[config.mk]
export PLATFORM = sky130hd
export DESIGN_NAME = multicycle_controller
export DESIGN_NICKNAME = d
export VERILOG_FILES = /design/src/rtl/multicycle_controller.sv
export SDC_FILE = /design/constraint.sdc
export NUM_CORES = 1
export LEC_CHECK = 0
export CAP_MARGIN = 20
export CORE_MARGIN = 3
export CORE_UTILIZATION = 47
export CTS_CLUSTER_SIZE = 10
export DETAILED_ROUTE_END_ITERATION = 6
export GPL_ROUTABILITY_DRIVEN = 1
export PLACE_DENSITY = 0.85
export SYNTH_ARGS = -nofsm -noshare
export SYNTH_HDL_FRONTEND = slang
export SYNTH_SLANG_ARGS = --single-unit
[constraint.sdc]
create_clock -name clk -period 2.9 [get_ports clk]
set_input_delay 0.87 -clock clk [delete_from_list [all_inputs] [get_ports clk]]
set_output_delay 0.87 -clock clk [all_outputs]
set_load 0.005 [all_outputs]
[src/rtl/multicycle_controller.sv]
// Sequencing FSM for the multicycle RV32I core: one datapath step per state,
// memory ready/request stalls, branch resolution from ALU flags, illegal-op trap.
module multicycle_controller #(
  parameter bit RESET_PC_WRITE = 1'b0
) (
  input  logic       clk,
  input  logic       rst_n,
  input  logic [6:0] op,
  input  logic [2:0] funct3,
  input  logic       Zero,
  input  logic       ALUR31,
  input  logic       ALU_Carry,
  input  logic       mem_ready,
  output logic       mem_req,
  output logic       mem_we,
  output logic       adr_src,
  output logic       ir_write,
  output logic       pc_write,
  output logic       reg_write,
  output logic [1:0] result_src,
  output logic [1:0] alu_src_a,
  output logic [1:0] alu_src_b,
  output logic [1:0] alu_op,
  output logic [1:0] imm_src,
  output logic       retire,
  output logic       illegal
);

  typedef enum logic [3:0] {
    S_FETCH    = 4'd0,
    S_DECODE   = 4'd1,
    S_MEMADR   = 4'd2,
    S_MEMREAD  = 4'd3,
    S_MEMWB    = 4'd4,
    S_MEMWRITE = 4'd5,
    S_EXECR    = 4'd6,
    S_EXECI    = 4'd7,
    S_ALUWB    = 4'd8,
    S_BRANCH   = 4'd9,
    S_JAL      = 4'd10,
    S_JALR     = 4'd11,
    S_JLINK    = 4'd12,
    S_UPPER    = 4'd13,
    S_TRAP     = 4'd14
  } state_t;

  state_t r_state;
  state_t w_next;
  state_t w_decode_next;
  logic   r_boot;
  logic   w_take;
  logic   w_bad_f3;

  // r_boot masks every strobe in the first cycle after release.
  always_ff @(posedge clk or negedge rst_n) begin
    if (!rst_n) begin
      r_state <= S_FETCH;
      r_boot  <= 1'b1;
    end else begin
      r_state <= w_next;
      r_boot  <= 1'b0;
    end
  end

  always_comb begin
    imm_src = 2'b00;
    case (op)
      7'b0100011: imm_src = 2'b01;
      7'b1100011: imm_src = 2'b10;
      7'b1101111: imm_src = 2'b11;
      default:    imm_src = 2'b00;
    endcase
  end

  always_comb begin
    w_decode_next = S_TRAP;
    case (op)
      7'b0000011, 7'b0100011: w_decode_next = S_MEMADR;
      7'b0110011:             w_decode_next = S_EXECR;
      7'b0010011:             w_decode_next = S_EXECI;
      7'b1100011:             w_decode_next = S_BRANCH;
      7'b1101111:             w_decode_next = S_JAL;
      7'b1100111:             w_decode_next = S_JALR;
      7'b0110111, 7'b0010111: w_decode_next = S_UPPER;
      default:                w_decode_next = S_TRAP;
    endcase
  end

  always_comb begin
    w_take   = 1'b0;
    w_bad_f3 = 1'b0;
    case (funct3)
      3'b000:  w_take = Zero;
      3'b001:  w_take = !Zero;
      3'b100:  w_take = ALUR31;
      3'b101:  w_take = !ALUR31;
      3'b110:  w_take = ALU_Carry;
      3'b111:  w_take = !ALU_Carry;
      default: w_bad_f3 = 1'b1;
    endcase
  end

  assign illegal = (r_state == S_TRAP);

  // Strobes depend on the current state plus mem_ready and branch flags.
  always_comb begin
    w_next     = r_state;
    mem_req    = 1'b0;
    mem_we     = 1'b0;
    adr_src    = 1'b0;
    ir_write   = 1'b0;
    pc_write   = 1'b0;
    reg_write  = 1'b0;
    result_src = 2'b00;
    alu_src_a  = 2'b00;
    alu_src_b  = 2'b00;
    alu_op     = 2'b00;
    retire     = 1'b0;
    if (r_boot) begin
      w_next   = S_FETCH;
      pc_write = RESET_PC_WRITE && rst_n;
    end else begin
      case (r_state)
        S_FETCH: begin
          mem_req = 1'b1;
          if (mem_ready) begin
            ir_write   = 1'b1;
            alu_src_b  = 2'b10;
            result_src = 2'b10;
            pc_write   = 1'b1;
            w_next     = S_DECODE;
          end
        end
        S_DECODE: begin
          alu_src_a = 2'b01;
          alu_src_b = 2'b01;
          w_next    = w_decode_next;
        end
        S_MEMADR: begin
          alu_src_a = 2'b10;
          alu_src_b = 2'b01;
          w_next    = op[5] ? S_MEMWRITE : S_MEMREAD;
        end
        S_MEMREAD: begin
          mem_req = 1'b1;
          adr_src = 1'b1;
          if (mem_ready) w_next = S_MEMWB;
        end
        S_MEMWB: begin
          result_src = 2'b01;
          reg_write  = 1'b1;
          retire     = 1'b1;
          w_next     = S_FETCH;
        end
        S_MEMWRITE: begin
          mem_req = 1'b1;
          mem_we  = 1'b1;
          adr_src = 1'b1;
          if (mem_ready) begin
            retire = 1'b1;
            w_next = S_FETCH;
          end
        end
        S_EXECR: begin
          alu_src_a = 2'b10;
          alu_op    = 2'b10;
          w_next    = S_ALUWB;
        end
        S_EXECI: begin
          alu_src_a = 2'b10;
          alu_src_b = 2'b01;
          alu_op    = 2'b10;
          w_next    = S_ALUWB;
        end
        S_ALUWB: begin
          reg_write = 1'b1;
          retire    = 1'b1;
          w_next    = S_FETCH;
        end
        S_BRANCH: begin
          alu_src_a = 2'b10;
          alu_op    = 2'b01;
          retire    = 1'b1;
          pc_write  = w_take;
          w_next    = w_bad_f3 ? S_TRAP : S_FETCH;
        end
        S_JAL: begin
          alu_src_a = 2'b01;
          alu_src_b = 2'b10;
          pc_write  = 1'b1;
          w_next    = S_ALUWB;
        end
        S_JALR: begin
          alu_src_a  = 2'b10;
          alu_src_b  = 2'b01;
          result_src = 2'b10;
          pc_write   = 1'b1;
          w_next     = S_JLINK;
        end
        S_JLINK: begin
          alu_src_a  = 2'b01;
          alu_src_b  = 2'b10;
          result_src = 2'b10;
          reg_write  = 1'b1;
          retire     = 1'b1;
          w_next     = S_FETCH;
        end
        S_UPPER: begin
          result_src = 2'b11;
          reg_write  = 1'b1;
          retire     = 1'b1;
          w_next     = S_FETCH;
        end
        S_TRAP:  w_next = S_TRAP;
        default: w_next = S_TRAP;
      endcase
    end
  end

endmodule

==> flow_summary.toml, run 1 <==
[power_and_ir_drop]
internal-power_mw = 0.244
seq_power_share = 0.229
power.density_cell_area_nw_per_um2 = 277
power.switching_fraction = 0.373
peakVddDrop_uv = 198
switching_power_mw = 0.145
power.share.combinational = 0.553
pwr-share-clk = 0.218
static-leakage-power_nw = 0.609

[logic_synthesis]
post_synth_inst_count = 118
yosysUniqueCellTypes = 53
synth-edff-count = 0
synthesis.nets = 134
ys_dominant_reg_cell = "sky130_fd_sc_hd__dfrtp_1"
syn-cell-area_um2 = 897
synth_sequential_area_ratio = 0.141
synth.largest_area_cell = "sky130_fd_sc_hd__dfrtp_1"
synth.yosys.warnings = 0
yosys.cell_count.top_type = "sky130_fd_sc_hd__nor2_1"
synth.top_cells.by_area = "sky130_fd_sc_hd__dfrtp_1, sky130_fd_sc_hd__nor2_1, sky130_fd_sc_hd__nand2b_1"
yosys-top-cells-count = "sky130_fd_sc_hd__nor2_1, sky130_fd_sc_hd__nand2_1, sky130_fd_sc_hd__a21oi_1, sky130_fd_sc_hd__nand2b_1, sky130_fd_sc_hd__nor2b_1"
async_reset_ff_frac = 1.00
synth_area_per_cell_um2 = 7.60
synth-seq-cells = 5
synth_top_area_frac = 0.112

[critical_path]
worst_setup_path_end_kind = "output port"
crit_required_ps = 2030
setup.worst_path.class = "primary input to output port"
setup.reg_to_reg.worst_slack_ps = 1430
startpoint_type = "primary input"
cp.arrival_ps = 1980
crit_path_max_fanout = 3

[floorplanning]
pin_count = 34
total_die_area_um2 = 2470
die-height_um = 49.7
fp-row-count = 15
fp.dieW_um = 49.7
core-area_um2 = 1760
initial_core_util = 0.509

[sta]
hold_violations = 0
setup_viol = 0
setup_tns_ps = 0
post-route-period-util = 0.981
final.setup_skew_ps = 4.95
final.min_clock_period_ps = 2850
fmax_ghz = 0.351
report.final.slew_viol_count = 0

[detailed_routing]
finalWirelength_um = 2620
drt_pass1_iterations = 4
routed_via_density = 5.54
vias = 1070
antenna_violating_nets_post_route = 0
drtIter0Drc = 24
drcViolationCount = 0
drt-wirelength-per-cell_um = 13.6

[status]
run_status = "completed"

[cts]
numClockSinks = 5
tritoncts = "built"
cts.hold.buffers_added = 0
cts_buf_count = 3
cts.htree.levels = 1
cts_root_buffer = "sky130_fd_sc_hd__clkbuf_4"
worstSkewPairLatency_ps = 250
worst_setup_hold_path_clk_slew_ps = 50
clk_path_buf_depth = 2

[grt]
gr-total-overflow = 0
grt_pass1_wl_um = 4400
antenna_found_initial = 0
grt_util_met1 = 0.251
grt_pass1_vias = 1090
globalRouteMet2Util = 0.403
pin_count_of_the_biggest_net_entering_global_routing = 16
top_usage_layer = "met2"
grtUsageMet3 = 0.0302
grt_usage = 0.224

[placement]
port_buffers = 33
dpl.cell_count = 187
routabilityCongestion = 0.894
post-dp-hpwl_um = 1990

[final_layout]
num-nets-final = 185
areaGrowthSynthToFinish_pct = 56.6
stdcell_count = 193
insertedDiodeCount = 0
post_route_cells_drive_above_1_share = 0.315

[flow_run]
drv_cap = 0

[min_path]
hold_path.class = "flip-flop to flip-flop"
critical path: stages:
cell	delay [ps]
sky130_fd_sc_hd__clkdlybuf4s50_1	410
sky130_fd_sc_hd__nand3b_1	220
sky130_fd_sc_hd__buf_4	170
sky130_fd_sc_hd__a211oi_2	170
sky130_fd_sc_hd__buf_2	130
path summary, 6_finish.rpt:
path | endpoint | cells past startpoint | from
setup / recovery | imm_src[0] | 5 | op[4]
hold / removal | r_state[1] | 3 | r_state[0]
setup reg to reg | r_state[2] | 5 | r_state[1]
hold reg to reg | r_state[1] | 3 | r_state[0]
max in group asynchronous | r_boot | 1 | rst_n
min in group asynchronous | r_state[3] | 1 | rst_n
through the flow:
| stage | worst slack, ps | instance area (um2) | power, mW | hold slack (ps) | util |
|---|---|---|---|---|---|
| 2_1_floorplan | 521 | 897 | 0.208 | 569 | - |
| 3_3_place_gp | -500 | 1340 | 0.291 | 809 | 0.760 |
| 3_5_place_dp | -536 | 1340 | 0.297 | 823 | 0.760 |
| 4_1_cts | 33.4 | 1370 | 0.383 | 837 | 0.778 |
| 5_1_grt | -2.87 | 1410 | 0.416 | 837 | 0.796 |
| 6_report | 54.5 | 1410 | 0.389 | 819 | 0.796 |
state kept, by name, summed over array words and instances (netlist names):
register / count
r_boot: 1
r_state: 4
layer usage:
metal	wire length (um)	share of wire
met2	1350	0.52
met5	0	0
met4	62	0.024
met1	1080	0.41
met3	121	0.046
kinds of logic after synthesis:
kind of cell | count (synthesis) | share of synthesized area
DFF | 5 | 0.141
xor gates and xnor gates | 5 | 0.0488
buffers and inverters | 13 | 0.0962
AOI/OAI and AO/OA | 30 | 0.245
other | 1 | 0.00418
muxes | 2 | 0.0237
and+or+nand+nor | 62 | 0.441
layout make-up:
type,count,area (um2)
tap,25,31.3
fill,130,359
inverter,3,11.3
clock inverter,1,5.00
multi-input combinational,100,712
sequential,5,131
clock buffer,3,22.5
timing repair buffer,56,492
power groups by stage:
stage | clock, mW | sequential (mW) | combinational [mW]
2_1_floorplan | 0 | 0.0802 | 0.128
4_1_cts | 0.0856 | 0.0898 | 0.208
5_1_grt | 0.0937 | 0.0903 | 0.232
3_3_place_gp | 0 | 0.0892 | 0.201
6_report | 0.0849 | 0.0890 | 0.215
3_5_place_dp | 0 | 0.0893 | 0.208
placed cells by master (no fill, tap or decap), types with 2 or more instances in the layout:
| cell | instances |
|---|---|
| sky130_fd_sc_hd__o22a_1 | 2 |
| sky130_fd_sc_hd__buf_4 | 22 |
| sky130_fd_sc_hd__a21o_1 | 2 |
| sky130_fd_sc_hd__nand3_1 | 4 |
| sky130_fd_sc_hd__inv_1 | 2 |
| sky130_fd_sc_hd__a31oi_1 | 3 |
| sky130_fd_sc_hd__dlygate4sd2_1 | 4 |
| sky130_fd_sc_hd__clkdlybuf4s50_1 | 21 |
| sky130_fd_sc_hd__clkbuf_4 | 3 |
| sky130_fd_sc_hd__nand2_1 | 7 |
| sky130_fd_sc_hd__nor3b_1 | 2 |
| sky130_fd_sc_hd__and3b_2 | 2 |
| sky130_fd_sc_hd__o21ai_0 | 2 |
| sky130_fd_sc_hd__nor2b_1 | 4 |
| sky130_fd_sc_hd__o22ai_1 | 2 |
| sky130_fd_sc_hd__nand3b_1 | 3 |
| sky130_fd_sc_hd__xor2_1 | 3 |
| sky130_fd_sc_hd__buf_2 | 4 |
| sky130_fd_sc_hd__nor2_1 | 11 |
| sky130_fd_sc_hd__o21ai_1 | 2 |
| sky130_fd_sc_hd__nand2b_1 | 6 |
| sky130_fd_sc_hd__xnor2_1 | 2 |
| sky130_fd_sc_hd__nor4_1 | 2 |
| sky130_fd_sc_hd__nor4b_1 | 2 |
| sky130_fd_sc_hd__dlymetal6s2s_1 | 4 |
| sky130_fd_sc_hd__a21oi_1 | 6 |
| sky130_fd_sc_hd__nor3_1 | 4 |
| sky130_fd_sc_hd__dfrtp_2 | 4 |
what timing repair did:
action                     4_1_cts  5_1_grt
setup endpoints to repair        7        6
buffers inserted                 0        2
resized for setup               27        8
pin swaps                        6        4
Power figures use the tool's default switching activity.
==> run 2: changes to the inputs <==
CORE_ASPECT_RATIO = 0.75   (was not set)
CORE_UTILIZATION = 49   (was 47)
CTS_BUF_LIST = sky130_fd_sc_hd__clkbuf_8   (was not set)
PLACE_DENSITY = 0.88   (was 0.85)
==> run 2 against run 1 <==
Combinational power up 3%. Non-clock buffer count unchanged. Worst setup slack better by 8.5 ps. Worst hold slack worse by 20 ps. Utilization up 9.4 points. Fmax up 0.30%. Register-to-register slack worse by 210 ps. Sequential share of layout area down 0.17 points. Largest cell class unchanged. Highest routed layer unchanged.
==> flow_summary.toml, run 2 (same netlist as run 1, synthesis figures left out) <==
[floorplanning]
total_die_area_um2 = 2390
initial_core_util = 0.564
pin_count = 34
fp-row-count = 12
fp.dieW_um = 55.4
die-height_um = 43.1
core-area_um2 = 1590

[cts]
cts_root_buffer = "sky130_fd_sc_hd__clkbuf_8"
tritoncts = "built"
worst_setup_hold_path_clk_slew_ps = 40
cts_buf_count = 3
cts.htree.levels = 1
worstSkewPairLatency_ps = 220
numClockSinks = 5
clk_path_buf_depth = 2

[sta]
setup_slack_ps = 62.9
final.min_clock_period_ps = 2840
post-route-period-util = 0.978
report.final.slew_viol_count = 0
fmax_ghz = 0.352
setup_viol = 0
hold_violations = 0
final.setup_skew_ps = 1.40

[critical_path]
setup.reg_to_reg.worst_slack_ps = 1220
crit_path_cell_trace = "buf_4, nand2b_1, o22ai_1, a32oi_1, nor2_1, clkdlybuf4s50_1"
worst-r2r-cell-count = 5
crit_path_max_incr_delay_ps = 500
worst_reg2reg_path_endpoint = "r_state[1]"
cp.arrival_ps = 1970
setup.worst_path.class = "flip-flop to output port"
crit_path_max_fanout = 15
startpoint_type = "flip-flop"
critical_path.reg2reg.startpoint = "r_state[0]"
worst_setup_path_end_kind = "output port"
crit_required_ps = 2030
critical_path.startpoint = "r_state[3]"
cp_slowest_cell = "sky130_fd_sc_hd__clkdlybuf4s50_1"
worst_setup_path_endpoint = "alu_src_a[0]"

[detailed_routing]
finalWirelength_um = 3640
drcViolationCount = 0
vias = 1229
routed_via_density = 6.50
antenna_violating_nets_post_route = 0
drt-wirelength-per-cell_um = 19.2
drt_pass1_iterations = 4
drtIter0Drc = 108

[placement]
port_buffers = 33
dpl_worst_slack_ps = -540
post-dp-hpwl_um = 2340
post_dp_cell_area_um2 = 1340
routabilityCongestion = 0.875
dpl.cell_count = 183

[flow_run]
drv_cap = 0

[grt]
grt_pass1_wl_um = 5610
antenna_found_initial = 0
gr-total-overflow = 0
grt_usage = 0.297
grt_pass1_vias = 1117
pin_count_of_the_biggest_net_entering_global_routing = 19

[power_and_ir_drop]
static-leakage-power_nw = 0.621
total_power_mw = 0.447
power.density_cell_area_nw_per_um2 = 315
peakVddDrop_uv = 407

[final_layout]
num-nets-final = 185
layout_commonest_cell = "sky130_fd_sc_hd__buf_4"
post_route_cells_drive_above_1_share = 0.315
insertedDiodeCount = 0
final_cell_mix = "sky130_fd_sc_hd__buf_4, sky130_fd_sc_hd__clkdlybuf4s50_1, sky130_fd_sc_hd__nor2_1"
stdcell_count = 189
max_flop_register = "r_state"
final_non_filler_cell_area_um2 = 1420
largest_register_ffs = 4
biggestRegsByFlops = "r_state: 4 flops, r_boot: 1 flops"
areaGrowthSynthToFinish_pct = 58.0

[min_path]
hold_path.class = "flip-flop to flip-flop"

[status]
run_status = "completed"
==> run 2: cell count changes in the layout (fill, tap and decap cells not counted), moves of 3 or more <==
cell and change:
sky130_fd_sc_hd__clkbuf_4 -3, sky130_fd_sc_hd__clkbuf_8 +3, sky130_fd_sc_hd__clkdlybuf4s50_1 -4, sky130_fd_sc_hd__dlygate4sd2_1 +4
==> run 2: cell type report <==
cell class / instances / area [um2]
inverter: 3 / 11.3
sequential: 5 / 130
fill: 76 / 174
clock buffer: 3 / 41.3
timing repair buffer: 56 / 480
clock inverter: 1 / 3.75
tap: 21 / 26.3
multi-input combinational: 100 / 724
==> run 2: critical path, delay by kind of cell, from the launching register on <==
kind                   cells  cell delay (ps)
flip-flops                 1              430
AO/OA/AOI/OAI              2              270
AND/OR/NAND/NOR            2              300
buffers and inverters      2              730
==> run 2: where the power goes <==
part | total (mW) | switching [mW] | leakage (nW) | internal [mW]
registers | 0.0962 | 0.0199 | 0.0603 | 0.0764
clock network | 0.130 | 0.0387 | 0.0269 | 0.0911
logic | 0.221 | 0.106 | 0.534 | 0.114
==> run 2: timing repair <==
action / CTS / global route
hold buffers: 0 / 0
buffers inserted: 1 / 1
setup endpoints to repair: 8 / 11
resized for setup: 30 / 9
pin swaps: 6 / 4
hold endpoints to repair: 0 / 0
==> run 2: stage by stage <==
stage	TNS (ps)	hold WS (ps)	util
after floorplan	0	569	-
after global placement	-2520	676	0.840
after detailed placement	-2910	700	0.840
after CTS	0	755	0.873
after global routing	-30.3	824	0.891
final	0	799	0.891
==> run 2: worst min-delay path by stage <==
stage	startpoint	endpoint	slack, ps	cells past startpoint
after floorplan	rst_n	r_state[0]	570	0
after global placement	r_state[3]	r_state[1]	680	3
after detailed placement	r_state[3]	r_state[1]	700	3
after CTS	r_state[3]	r_state[1]	760	3
after global routing	r_state[3]	r_state[0]	820	2
final	r_state[3]	r_state[1]	800	3
==> run 2: routing by layer <==
metal  track usage  part of all wire
met2         0.535              0.50
met5             0                 0
met1         0.378              0.39
met3        0.0517              0.10
met4        0.0388             0.011
==> run 3: changes to the inputs <==
CORE_MARGIN = 1   (was 3)
==> run 3 against run 2 <==
The run now ends with design-rule violations, negative setup slack left. Register-to-register slack barely moved. Sequential power rose by 2.8%. Via count rose by 8.5%. Combinational power rose by 9%. Sequential cell count did not move. Total power rose by 6.5%. Worst setup slack got worse by 160 ps. First-iteration DRC count fell by 21%. Worst hold slack improved by 19 ps. Die area fell by 16%. Clock-buffer cell count did not move. Critical path type unchanged. Critical endpoint unchanged. Largest cell class unchanged. Largest power group unchanged.
==> flow_summary.toml, run 3 (same netlist as run 1, synthesis figures left out) <==
[final_layout]
fillerInstances = 60
multi_input_comb_area_um2 = 716
final-seq-area_um2 = 134
biggestRegsByFlops = "r_state: 4 flops, r_boot: 1 flops"
layout_commonest_cell = "sky130_fd_sc_hd__buf_4"
largest_register_ffs = 4
max_flop_register = "r_state"
final_cell_mix = "sky130_fd_sc_hd__buf_4, sky130_fd_sc_hd__clkdlybuf4s50_1, sky130_fd_sc_hd__nor2_1"
insertedDiodeCount = 0
final_non_filler_cell_area_um2 = 1460
stdcell_count = 191
num-nets-final = 187
areaGrowthSynthToFinish_pct = 62.5
post_route_cells_drive_above_1_share = 0.335

[grt]
gr-total-overflow = 0
grt_usage = 0.399
antenna_found_initial = 0
pin_count_of_the_biggest_net_entering_global_routing = 17
grt_pass1_vias = 1172
grt_pass1_wl_um = 5680

[status]
failed_checks = "design-rule violations, negative setup slack"
run_status = "finished with violations"

[cts]
cts.hold.buffers_added = 0
cts_root_buffer = "sky130_fd_sc_hd__clkbuf_8"
worstSkewPairLatency_ps = 230
tritoncts = "built"
clk_path_buf_depth = 2
cts.htree.levels = 1
cts_buf_count = 3
worst_setup_hold_path_clk_slew_ps = 40
numClockSinks = 5

[sta]
fmax_ghz = 0.334
final.min_clock_period_ps = 3000
post-route-period-util = 1.03
hold_violations = 0
setup_tns_ps = -135
report.final.slew_viol_count = 0
final.setup_skew_ps = 6.44
setup_viol = 4
setup_slack_ps = -95.8

[critical_path]
cp.arrival_ps = 2130
crit_path_max_incr_delay_ps = 510
crit_path_cell_trace = "buf_4, nand2b_1, o22ai_1, a32oi_1, nor2_1, clkdlybuf4s50_1"
worst_setup_path_end_kind = "output port"
cp_slowest_cell = "sky130_fd_sc_hd__clkdlybuf4s50_1"
worst-r2r-cell-count = 5
crit_required_ps = 2030
crit_path_max_fanout = 12
startpoint_type = "flip-flop"
setup.worst_path.class = "flip-flop to output port"

[detailed_routing]
routed_via_density = 6.98
antenna_violating_nets_post_route = 0
drtIter0Drc = 85
drt-wirelength-per-cell_um = 23.0
vias = 1333
drt_pass1_iterations = 7
drcViolationCount = 4
finalWirelength_um = 4400

[floorplanning]
pin_count = 34
total_die_area_um2 = 2010
die-height_um = 39.1
initial_core_util = 0.564
fp-row-count = 12
fp.dieW_um = 51.4
core-area_um2 = 1590

[power_and_ir_drop]
peakVddDrop_uv = 376
power.switching_fraction = 0.391
static-leakage-power_nw = 0.672
pwr-share-clk = 0.288
power.density_cell_area_nw_per_um2 = 326
switching_power_mw = 0.186
internal-power_mw = 0.290
seq_power_share = 0.208
power.share.combinational = 0.504

[placement]
post-dp-hpwl_um = 2280
post_dp_cell_area_um2 = 1330
port_buffers = 33
routabilityCongestion = 0.902
dpl.cell_count = 182
dpl_worst_slack_ps = -532

[min_path]
hold_path.class = "flip-flop to flip-flop"
timing.hold.worst_path_depth = 1

[flow_run]
drv_cap = 0
run 3: metrics by stage:
step / utilization / power (mW) / hold WS [ps]
floorplan: - / 0.208 / 569
global placement: 0.835 / 0.290 / 809
detailed placement: 0.835 / 0.299 / 792
CTS: 0.874 / 0.434 / 806
global route: 0.916 / 0.495 / 815
finish: 0.916 / 0.476 / 818
run 3: cell type report:
cell class / count / share of cell area
clock buffers: 3 / 0.0283
clock inverters: 1 / 0.00258
inverters: 3 / 0.00773
multi-input cells: 100 / 0.491
flip-flops and latches: 5 / 0.0918
well taps: 21 / 0.0180
repair buffers: 58 / 0.361
run 3: critical path: cells and delay by family (launching register included):
kind            cells  cell delay (ps)
flops               1              490
buf+inv             2              720
compound gates      2              360
simple gates        2              310
run 3: power by group through the flow:
stage	sequential (mW)	combinational [mW]	clock, mW
2_1_floorplan	0.0802	0.128	0
3_3_place_gp	0.0977	0.192	0
3_5_place_dp	0.0982	0.200	0
4_1_cts	0.0988	0.203	0.133
5_1_grt	0.0989	0.249	0.147
6_report	0.0989	0.240	0.137
run 3: final timing paths:
check,from,end,slack [ps]
max in group asynchronous,rst_n,r_boot,1760
worst min-delay path,r_boot,r_state[0],820
min in group asynchronous,rst_n,r_state[0],870
worst max-delay path,r_state[3],alu_src_a[0],-100
worst min register to register,r_boot,r_state[0],820
worst max register to register,r_state[0],r_state[3],1220
run 3: repair_timing:
action                     CTS  global route
buffers inserted             1             4
setup endpoints to repair   10             9
gates resized for setup     28            13
pin swaps                    7             5
run 3: layer usage:
layer	vias up	share of wire	GRT usage
met5	-	0	0
met1	599	0.35	0.495
li1	543	-	-
met3	47	0.12	0.106
met4	0	0.081	0.135
met2	144	0.45	0.672
